$ cat src/rtl/vid_out_lock_ctrl.sv
// vid_out_lock_ctrl: start-up and recovery sequencer for the AXI4-Stream-to-video-out
// bridge. Pulses the bridge reset, enables the timing generator, waits for lock,
// retries on lock loss and counts bridge error events while running.
//
// Optional feature macro: VOC_IRQ_EN (sticky irq flag). Undefined: irq tied to 0.
//
// Ports:
//   aclk, aresetn          clock, async active-low reset
//   enable                 level request to bring video up (0 = shut down)
//   clear_fault            pulse, leaves FAULT and clears status
//   locked/wr_error/empty  bridge status, asynchronous to the FSM (synchronized here)
//   core_rst, vtg_en       bridge reset / timing generator enable
//   state, fault           FSM state (IDLE=0 RST=1 WAIT_LOCK=2 RUN=3 FAULT=4), FAULT flag
//   timeout_flag           sticky lock-timeout flag
//   lock_lost_cnt, wr_err_cnt, underflow_cnt  saturating event counters
//   irq                    interrupt flag
module vid_out_lock_ctrl #(
  parameter int unsigned RST_CYCLES   = 16,
  parameter int unsigned LOCK_TIMEOUT = 1048575,
  parameter int unsigned TO_W         = 20,
  parameter int unsigned MAX_RETRY    = 3,
  parameter int unsigned CNT_W        = 8
) (
  input  logic             aclk,
  input  logic             aresetn,
  input  logic             enable,
  input  logic             clear_fault,
  input  logic             locked,
  input  logic             wr_error,
  input  logic             empty,
  output logic             core_rst,
  output logic             vtg_en,
  output logic [2:0]       state,
  output logic             fault,
  output logic             timeout_flag,
  output logic [CNT_W-1:0] lock_lost_cnt,
  output logic [CNT_W-1:0] wr_err_cnt,
  output logic [CNT_W-1:0] underflow_cnt,
  output logic             irq
);

  localparam int unsigned RETRY_W = (MAX_RETRY < 1) ? 1 : $clog2(MAX_RETRY + 1);

  typedef enum logic [2:0] {
    S_IDLE      = 3'd0,
    S_RST       = 3'd1,
    S_WAIT_LOCK = 3'd2,
    S_RUN       = 3'd3,
    S_FAULT     = 3'd4
  } state_t;

  state_t             state_q, state_nxt;
  logic [TO_W-1:0]    cnt_q, cnt_nxt;
  logic [RETRY_W-1:0] retry_q;
  logic               core_rst_nxt, vtg_en_nxt, fault_nxt;

  // [0] metastability flop, [1] synchronized value, [2] previous value for edge detect
  logic [2:0] lock_sr, werr_sr, empty_sr;
  logic       locked_s, lock_fall, werr_rise, empty_rise, fault_clr;

  assign locked_s   = lock_sr[1];
  assign lock_fall  = lock_sr[2] & ~lock_sr[1];
  assign werr_rise  = werr_sr[1] & ~werr_sr[2];
  assign empty_rise = empty_sr[1] & ~empty_sr[2];
  assign fault_clr  = (state_q == S_FAULT) && clear_fault;
  assign state      = state_q;

  // Input synchronizers
  always_ff @(posedge aclk or negedge aresetn) begin
    if (!aresetn) begin
      lock_sr  <= '0;
      werr_sr  <= '0;
      empty_sr <= '0;
    end else begin
      lock_sr  <= {lock_sr[1:0], locked};
      werr_sr  <= {werr_sr[1:0], wr_error};
      empty_sr <= {empty_sr[1:0], empty};
    end
  end

  // State register, shared cycle counter and registered state-decoded outputs
  always_ff @(posedge aclk or negedge aresetn) begin
    if (!aresetn) begin
      state_q  <= S_IDLE;
      cnt_q    <= '0;
      core_rst <= 1'b1;
      vtg_en   <= 1'b0;
      fault    <= 1'b0;
    end else begin
      state_q  <= state_nxt;
      cnt_q    <= cnt_nxt;
      core_rst <= core_rst_nxt;
      vtg_en   <= vtg_en_nxt;
      fault    <= fault_nxt;
    end
  end

  // Next-state logic; enable=0 overrides everything except FAULT
  always_comb begin
    state_nxt = state_q;
    cnt_nxt   = cnt_q;
    unique case (state_q)
      S_IDLE: begin
        if (enable) begin
          state_nxt = S_RST;
          cnt_nxt   = TO_W'(RST_CYCLES - 1);
        end
      end
      S_RST: begin
        if (cnt_q == '0) begin
          state_nxt = S_WAIT_LOCK;
          cnt_nxt   = TO_W'(LOCK_TIMEOUT - 1);
        end else begin
          cnt_nxt = cnt_q - TO_W'(1);
        end
      end
      S_WAIT_LOCK: begin
        if (locked_s) begin
          state_nxt = S_RUN;
        end else if (cnt_q == '0) begin
          state_nxt = S_FAULT;
        end else begin
          cnt_nxt = cnt_q - TO_W'(1);
        end
      end
      S_RUN: begin
        if (lock_fall) begin
          if (retry_q < RETRY_W'(MAX_RETRY)) begin
            state_nxt = S_RST;
            cnt_nxt   = TO_W'(RST_CYCLES - 1);
          end else begin
            state_nxt = S_FAULT;
          end
        end
      end
      S_FAULT: begin
        if (clear_fault) state_nxt = S_IDLE;
      end
      default: state_nxt = S_IDLE;
    endcase
    if (!enable && (state_q != S_FAULT)) state_nxt = S_IDLE;
  end

  // Output decode from the next state so registered outputs line up with state
  always_comb begin
    core_rst_nxt = 1'b1;
    vtg_en_nxt   = 1'b0;
    fault_nxt    = 1'b0;
    unique case (state_nxt)
      S_WAIT_LOCK, S_RUN: begin
        core_rst_nxt = 1'b0;
        vtg_en_nxt   = 1'b1;
      end
      S_FAULT: fault_nxt = 1'b1;
      default: ;
    endcase
  end

  // Retry count, timeout flag and saturating event counters
  always_ff @(posedge aclk or negedge aresetn) begin
    if (!aresetn) begin
      retry_q       <= '0;
      timeout_flag  <= 1'b0;
      lock_lost_cnt <= '0;
      wr_err_cnt    <= '0;
      underflow_cnt <= '0;
    end else begin
      if (state_q == S_IDLE) begin
        retry_q <= '0;
      end else if ((state_q == S_RUN) && (state_nxt == S_RST)) begin
        retry_q <= retry_q + RETRY_W'(1);
      end

      if (fault_clr) begin
        timeout_flag  <= 1'b0;
        lock_lost_cnt <= '0;
        wr_err_cnt    <= '0;
        underflow_cnt <= '0;
      end else begin
        if ((state_q == S_WAIT_LOCK) && (state_nxt == S_FAULT)) timeout_flag <= 1'b1;
        if (state_q == S_RUN) begin
          if (lock_fall && (lock_lost_cnt != '1)) lock_lost_cnt <= lock_lost_cnt + CNT_W'(1);
          if (werr_rise && (wr_err_cnt != '1))    wr_err_cnt    <= wr_err_cnt + CNT_W'(1);
          if (empty_rise && (underflow_cnt != '1)) underflow_cnt <= underflow_cnt + CNT_W'(1);
        end
      end
    end
  end

`ifdef VOC_IRQ_EN
  logic fault_entry, lost_inc;
  assign fault_entry = (state_nxt == S_FAULT) && (state_q != S_FAULT);
  assign lost_inc    = (state_q == S_RUN) && lock_fall && (lock_lost_cnt != '1);

  // Sticky interrupt: FAULT entry or lock-loss count, cleared with the fault
  always_ff @(posedge aclk or negedge aresetn) begin
    if (!aresetn) begin
      irq <= 1'b0;
    end else if (fault_clr) begin
      irq <= 1'b0;
    end else if (fault_entry || lost_inc) begin
      irq <= 1'b1;
    end
  end
`else
  assign irq = 1'b0;
`endif

endmodule

$ cat config.mk
export PLATFORM = sky130hd
export DESIGN_NAME = vid_out_lock_ctrl
export DESIGN_NICKNAME = d
export VERILOG_FILES = /design/src/rtl/vid_out_lock_ctrl.sv
export SDC_FILE = /design/constraint.sdc
export NUM_CORES = 1
export LEC_CHECK = 0
export ABC_CLOCK_PERIOD_IN_PS = 2600
export CORE_ASPECT_RATIO = 1.25
export CORE_UTILIZATION = 55
export DETAILED_ROUTE_END_ITERATION = 12
export PLACE_DENSITY = 0.78
export SYNTH_ARGS = -nofsm -noshare
export SYNTH_HDL_FRONTEND = slang
export SYNTH_SLANG_ARGS = --single-unit
$ cat constraint.sdc
create_clock -name aclk -period 2.6 [get_ports aclk]
set_input_delay 0.52 -clock aclk [delete_from_list [all_inputs] [get_ports aclk]]
set_output_delay 0.52 -clock aclk [all_outputs]
set_load 0.005 [all_outputs]
* Word level (Yosys, flattened, before mapping) *
Index checks and enable logic that the tools add are counted.

storage, ports and cells
  bits in registers = 62
  latch bits = 0
  RAM bits = 0
  bits in read-only memories = 0
  output and inout port bits = 32
  logic and storage cells = 96
  memories = 0

operators by class
  $add $sub $neg = 5
  multiply operators = 0
  div/mod/pow operators = 0
  $lt $le $gt $ge = 1
  equality and inequality tests = 17
  shift-type cells = 0
  mux-type cells = 32
  bitwise logic cells = 6
  reductions and logical operators = 22

operators with widths
  cell                                                  count
  two-way mux 20 bit                                    6
  case mux 20 bit (4 select lines)                      1
  two-way mux 8 bit                                     9
  adder 8 x 1 -> 8 bit (second input constant)          3
  two-way mux 3 bit                                     8
  != test 8 bit (second input constant)                 3
  zero test 20 bit                                      1
  subtractor 20 x 1 -> 20 bit (second input constant)   1
  case mux 3 bit (5 select lines)                       1
  equality test 3 x 2 -> 1 bit (second input constant)  4
  nonzero test 2 bit                                    6
  != test 2 bit (second input constant)                 5
  logical AND 1 bit                                     7
  equality test 3 x 1 -> 1 bit (second input constant)  2
  equality test 3 bit (second input constant)           2
  AND reduction 2 bit                                   3
  AND reduction 6 bit                                   1
  two-way mux 1 bit                                     5
  two-way mux 2 bit                                     2
  nonzero test 4 bit                                    1
  bitwise AND 1 bit                                     3
  zero test 3 bit                                       1
  != test 3 bit (second input constant)                 1
  NOT 1 bit                                             3
  4 further kinds                                       4

* Depth between registers and ports, before layout *
Gate-level depths: netlist of the first run.

  word-level depth = 9
  depth in mapped cells = 10

* Worst setup path after synthesis of the first run *
Ideal clock, no wire load.

  path kind = reg-to-reg
  from = reg cnt_q[16]
  to = reg cnt_q[3]
  library setup time = 0.079 ns
  data arrival time = 1.941 ns
  setup slack = 0.580 ns
  cell stages (with the launch flop) = 8
  path buffers = 1
  period minus slack after synthesis = 2.020 ns
  cell sequence = dfrtp_1 -> nor4_4 -> nand4_2 -> or2_1 -> buf_6 -> or3_4 -> a31oi_2 -> a2bb2oi_1

on the way
  cells in the longest elaborated chain, start to end = 3
  elaborated cells on any way between the ends = 5

ends and longest elaborated chain
  element                                                                                   line      source
  from (decl)                                                                               53        logic [TO_W-1:0] cnt_q, cnt_nxt;
  from (signal assigned)                                                                    91        cnt_q <= cnt_nxt;
  zero test 20 bit *                                                                        110, 120
  != test 2 bit (no source line) or two-way mux 20 bit (tied branches)                      -
  AND reduction 6 bit (no source line) or case mux 20 bit (4 select lines) (tied branches)  -

Every way passes the cells marked *; elsewhere a longest branch is shown, timed or not.
A chain may end at the register's enable or synchronous reset.

* Worst setup path after layout of the first run *
  from = reg cnt_q[8]
  to = reg cnt_q[3]

Same word-level chain as after synthesis.

==> results.json, run 1 <==
{
  "status": "finished clean",
  "firstDrtPassIters": 4,
  "grt_remaining_overflow": 0,
  "reg2reg_depth": 6,
  "cp_max_fo": 6,
  "path_clk_slew_ps": 60,
  "seq_power_share_pct": 49.7,
  "ys.flop_type": "dfrtp_1",
  "synth_top_cell_area_share_pct": 48.5,
  "relSlewSlack_pct": 47.2,
  "crit_type": "reg2reg",
  "fin_crit_sh_pct": 85.8,
  "finalMaxSlewViolations": 0,
  "fin_crit_ps": 2230,
  "final_area_um2": 3740,
  "detailed_place_hpwl_um": 4080,
  "drive_gt1_share_pct": 8.33,
  "port_buffers": 37,
  "r2r-end": "cnt_q[3]",
  "grt_pass1_vias": 2501,
  "synth.top_cells.by_area": "dfrtp_1 (48%), nor2_1 (7.6%), a21oi_1 (3.7%)",
  "gp_congestion": 0.803,
  "insertion_delay_ps": 330,
  "avgSynthCellArea_um2": 9.55,
  "cap_violations": 0,
  "finClkSkew_ps": 4.33,
  "cts_setup_buffers": 0,
  "n_antenna_cell": 0,
  "synth_edf_count": 0,
  "netlist_instances": 330,
  "switching_share_pct": 24.0,
  "rsz0062_at_grt": "false",
  "grt_usage_pct": 22.9,
  "internal_power_mw": 1.61,
  "critPathSlowestCell": "nor4_1",
  "vias_per_cell": 5.69,
  "fin_cells": 436,
  "power_density_nw_per_um2": 567,
  "ioPinCount": 39,
  "r2r_slack_ps": 370,
  "cp_cell_sequence": "nor4_1 -> nand2_1 -> or2_1 -> or3_4 -> a31oi_2 -> a2bb2oi_1",
  "die_w_um": 69.7,
  "tns_ps": 0,
  "ir_worst_vdd_uv": 357,
  "dp_slack_ps": 324,
  "p_clk_share_pct": 39.9,
  "synth.distinct_cells": 47,
  "path_buf_inv": 0,
  "dp.cells": 420,
  "worstReg2RegStart": "cnt_q[8]",
  "ctsHoldBuffers": 0,
  "cts_root_buf": "clkbuf_8",
  "synth-seq-cells": 62,
  "netlist.top_cell.by_area": "dfrtp_1",
  "die-height_um": 86.6,
  "ant_nets": 0,
  "antenna_found_initial": 0,
  "drt_iter0_markers": 99,
  "layout_setup_ws_ps": 369,
  "cts_resized": 0,
  "start_kind": "register",
  "cp.depth": 6,
  "cp-end-kind": "register",
  "fmax_mhz": 448,
  "ys_seq_area_share_pct": 49.3,
  "core_area_um2": 5480,
  "synth-async-reset-ratio_pct": 100,
  "critPathMaxStageDelay_ps": 530,
  "fin_util_pct": 68.3,
  "cts_buffer_depth": 2,
  "grt_first_pass_wirelength_um": 10900,
  "syn_nets": 343,
  "h-tree-depth": 3,
  "cp.arrival_ps": 2490,
  "yosysWarnings": 0,
  "routed_wl_um": 6230,
  "fin_nets": 380,
  "setup_viol": 0,
  "num_vias": 2483,
  "area_delta_synth_final_pct": 18.7,
  "initial_core_util_pct": 57.5,
  "synth.most_common_cell": "nor2_1",
  "power_frac_comb_pct": 10.4,
  "fp.dieArea_um2": 6040,
  "syn_area_um2": 3150,
  "critPathRequiredTime_ps": 2860,
  "route.detailed.drc": 0,
  "synthTopCellsByCount": "nor2_1 (64), dfrtp_1 (61), a21oi_1 (23)",
  "cellLeakagePower_nw": 1.65,
  "grt_start_max_net_pins": 63,
  "placementRows": 30,
  "place_area_um2": 3540,
  "tightest_slew_ps": 791,
  "cts_tree": "done",
  "wire_per_inst_um": 14.3,
  "numClockSinks": 62,
  "fill_cells": 448,
  "p_switching_mw": 0.508,
  "cts_buffers": 9,
  "critical_path.top_delay_family": "simple AND/OR/NAND/NOR gates",
  "hp-class": "in2async",
  "hold_viol": 0
}
[worst max-delay path by stage]
stage | slack [ps] | endpoint | start
3_3_place_gp | 360 | retry_q[1] | enable
4_1_cts | 380 | cnt_q[3] | cnt_q[8]
2_1_floorplan | 580 | cnt_q[3] | cnt_q[16]
6_report | 370 | cnt_q[3] | cnt_q[8]
3_5_place_dp | 320 | retry_q[1] | enable
5_1_grt | 230 | cnt_q[3] | cnt_q[8]
[power groups by stage]
stage               Combinational [mW]  Sequential (mW)  Clock (mW)
detailed placement               0.222             1.07           0
floorplan                        0.119             1.06           0
CTS                              0.224             1.05       0.867
global route                     0.250             1.06       0.901
global placement                 0.216             1.07           0
finish                           0.220             1.05       0.845
[cell type report]
| cell class | instances | area (um^2) | area share, % |
|---|---|---|---|
| Multi-Input combinational cell | 240 | 1460 | 39.1 |
| Clock buffer | 12 | 155 | 4.15 |
| Inverter | 13 | 48.8 | 1.30 |
| Clock inverter | 4 | 45.0 | 1.20 |
| Timing Repair Buffer | 41 | 395 | 10.6 |
| Tap cell | 64 | 80.1 | 2.14 |
| Sequential cell | 62 | 1550 | 41.5 |
[stage by stage]
step	power, mW	hold slack, ps
detailed placement	1.29	335
CTS	2.14	350
global route	2.21	354
finish	2.12	318
global placement	1.29	333
floorplan	1.18	224
[worst register-to-register path: cells and delay by family (launching register included)]
| family | cells | cell delay, ps |
|---|---|---|
| DFF | 1 | 410 |
| AOI/OAI and AO/OA | 2 | 320 |
| and+or+nand+nor | 4 | 1430 |
[logic make-up (layout without fill, tap and decap cells)]
family	count (synthesis)	in the layout	synth area share, %
XOR/XNOR	21	21	5.84
buffers and inverters	28	70	4.37
adder cells (fa/ha/maj)	6	6	2.38
AND/OR/NAND/NOR	134	134	21.4
multiplexers	4	4	1.27
other	1	1	0.119
flip-flops	62	62	49.3
AO/OA/AOI/OAI	74	74	15.3
[sequential cells by signal, indices dropped and copies added (netlist names)]
name / cells
werr_sr: 3
wr_err_cnt: 8
underflow_cnt: 8
timeout_flag: 1
lock_sr: 3
fault: 1
retry_q: 2
lock_lost_cnt: 8
vtg_en: 1
core_rst: 1
cnt_q: 20
state: 3
empty_sr: 3
[cells in the final DEF, fill, tap and decap left out, drive strengths merged]
cell | netlist | layout
nand4 | 4 | 4
dfrtp | 61 | 61
nand2 | 11 | 11
a311oi | 1 | 1
clkdlybuf4s50 | 0 | 36
or4 | 1 | 1
a2bb2oi | 2 | 2
or2 | 1 | 1
inv | 13 | 13
nor2b | 1 | 1
nand3b | 2 | 2
dfstp | 1 | 1
clkinv | 0 | 3
bufinv | 0 | 1
o22a | 12 | 12
nor4 | 4 | 4
clkbuf | 9 | 12
and4 | 1 | 1
a31oi | 10 | 10
a311o | 2 | 2
and2 | 2 | 2
buf | 6 | 5
o31ai | 1 | 1
nand3 | 13 | 13
o21ai | 15 | 15
a21oi | 23 | 23
xor2 | 10 | 10
nand2b | 5 | 5
and3 | 5 | 5
o22ai | 3 | 3
nor3 | 13 | 13
mux2i | 4 | 4
conb | 1 | 1
a21o | 5 | 5
nor2 | 64 | 64
nor4b | 1 | 1
ha | 6 | 6
or3 | 6 | 6
xnor2 | 11 | 11
[metal layers]
metal / share of wire (%) / track usage (%) / vias up
li1: - / - / 1229
met1: 47 / 28.2 / 1210
met2: 49 / 39.5 / 34
met3: 2.3 / 3.37 / 10
met4: 1.8 / 11.8 / 0
met5: 0 / 0 / -
No activity file was read; power rests on OpenSTA's default activity.
==> inputs of run 2 (changes only) <==
PLACE_DENSITY = 0.79   (was 0.78)
==> results.json, run 2 (same netlist as run 1, synthesis figures left out) <==
{
  "crit_type": "reg2reg",
  "antenna_found_initial": 0,
  "tightest_slew_ps": 701,
  "fill_cells": 419,
  "detailed_place_hpwl_um": 4150,
  "power_density_nw_per_um2": 580,
  "largest_reg_flops": 20,
  "gp_congestion": 0.827,
  "cts_buffer_depth": 2,
  "ioPinCount": 39,
  "die-height_um": 86.6,
  "initial_core_util_pct": 57.5,
  "cp.arrival_ps": 2540,
  "port_buffers": 37,
  "path_clk_slew_ps": 70,
  "relSlewSlack_pct": 53.3,
  "placementRows": 30,
  "grt_first_pass_wirelength_um": 11100,
  "numClockSinks": 62,
  "status": "finished clean",
  "cp_max_fo": 6,
  "mostFrequentLayoutCell": "nor2_1",
  "path_buf_inv": 0,
  "routed_wl_um": 6480,
  "cts_resized": 0,
  "grt_start_max_net_pins": 40,
  "drt_iter0_markers": 161,
  "reg2reg_depth": 6,
  "firstDrtPassIters": 4,
  "finClkSkew_ps": 11.7,
  "met2_length_um": 3180,
  "cp-end-kind": "register",
  "grt_pass1_vias": 2408,
  "fmax_mhz": 439,
  "num_vias": 2564,
  "h-tree-depth": 3,
  "r2r-end": "cnt_q[3]",
  "finalMaxSlewViolations": 0,
  "ctsHoldBuffers": 0,
  "area_delta_synth_final_pct": 20.5,
  "route.detailed.drc": 0,
  "cellLeakagePower_nw": 1.68,
  "setup_viol": 0,
  "ant_nets": 0,
  "cts_buffers": 9,
  "fin_crit_ps": 2280,
  "hp-class": "in2async",
  "grt_usage_pct": 23.2,
  "critPathRequiredTime_ps": 2860,
  "rsz0062_at_grt": "false",
  "wire_per_inst_um": 14.8,
  "die_w_um": 69.7,
  "vias_per_cell": 5.84,
  "worstReg2RegStart": "cnt_q[8]",
  "layout_common_cells": "nor2_1 (64), dfrtp_1 (61), clkdlybuf4s50_1 (36), a21oi_1 (23), o21ai_0 (14)",
  "fin_cells": 439,
  "insertion_delay_ps": 340,
  "grt_remaining_overflow": 0,
  "routed.top_layer": "met4",
  "start_kind": "register",
  "largest-register": "cnt_q",
  "met3_length_um": 249,
  "cts_setup_buffers": 0,
  "cap_violations": 0,
  "fin_crit_sh_pct": 87.5,
  "ir_worst_vdd_uv": 390,
  "fp.dieArea_um2": 6040,
  "cts_tree": "done",
  "tns_ps": 0,
  "critPathSlowestCell": "nor4_1",
  "critical_path.top_delay_family": "simple AND/OR/NAND/NOR gates",
  "fin_nets": 383,
  "cp_cell_sequence": "nor4_1 -> nand2_1 -> or2_1 -> or3_4 -> a31oi_2 -> a2bb2oi_1",
  "dp.cells": 423,
  "n_antenna_cell": 0,
  "met1_length_um": 2940,
  "cts_root_buf": "clkbuf_8",
  "drive_gt1_share_pct": 9.33,
  "hold_viol": 0,
  "r2r_slack_ps": 320,
  "critPathMaxStageDelay_ps": 540,
  "core_area_um2": 5480
}
## run 2: power by group
group	switching, mW	total, mW	internal, mW
registers	0.0459	1.05	1.01
logic	0.112	0.230	0.119
clock network	0.373	0.917	0.545
## run 2: worst max path at each step
stage | startpoint | end | slack [ps] | cells past startpoint
floorplan | cnt_q[16] | cnt_q[3] | 580 | 7
global route | cnt_q[8] | cnt_q[9] | 210 | 6
global placement | enable | retry_q[1] | 360 | 6
finish | cnt_q[8] | cnt_q[3] | 320 | 6
CTS | cnt_q[8] | cnt_q[3] | 360 | 6
detailed placement | enable | retry_q[1] | 310 | 6
## run 2: through the flow
step / power, mW / area [um^2] / worst slack (ps) / utilization [%] / hold WS [ps]
after floorplan: 1.18 / 3150 / 580 / - / 224
after global placement: 1.29 / 3580 / 358 / 65.3 / 332
after detailed placement: 1.30 / 3580 / 311 / 65.3 / 341
after CTS: 2.21 / 3790 / 358 / 69.2 / 105
after global routing: 2.28 / 3790 / 212 / 69.2 / 114
final: 2.20 / 3790 / 325 / 69.2 / 96.7
## run 2: final cells by class
class / count / area [um^2] / share of cell area [%]
flip-flops and latches: 62 / 1550 / 40.9
multi-input cells: 240 / 1460 / 38.6
repair buffers: 44 / 430 / 11.3
clock buffers: 13 / 179 / 4.71
well taps: 64 / 80.1 / 2.11
inverters: 13 / 48.8 / 1.29
clock inverters: 3 / 40.0 / 1.06
## run 2: worst reg2reg max path: stages (launching register included)
cell	delay, ps
dfrtp_1	410
nor4_1	540
nand2_1	160
or2_1	330
or3_4	430
a31oi_2	170
a2bb2oi_1	170
## run 2: routing by layer
layer,track usage (%),vias to the layer above
met4,11.3,0
met2,37.5,59
li1,-,1232
met3,3.84,8
met1,30.5,1265
met5,0,-
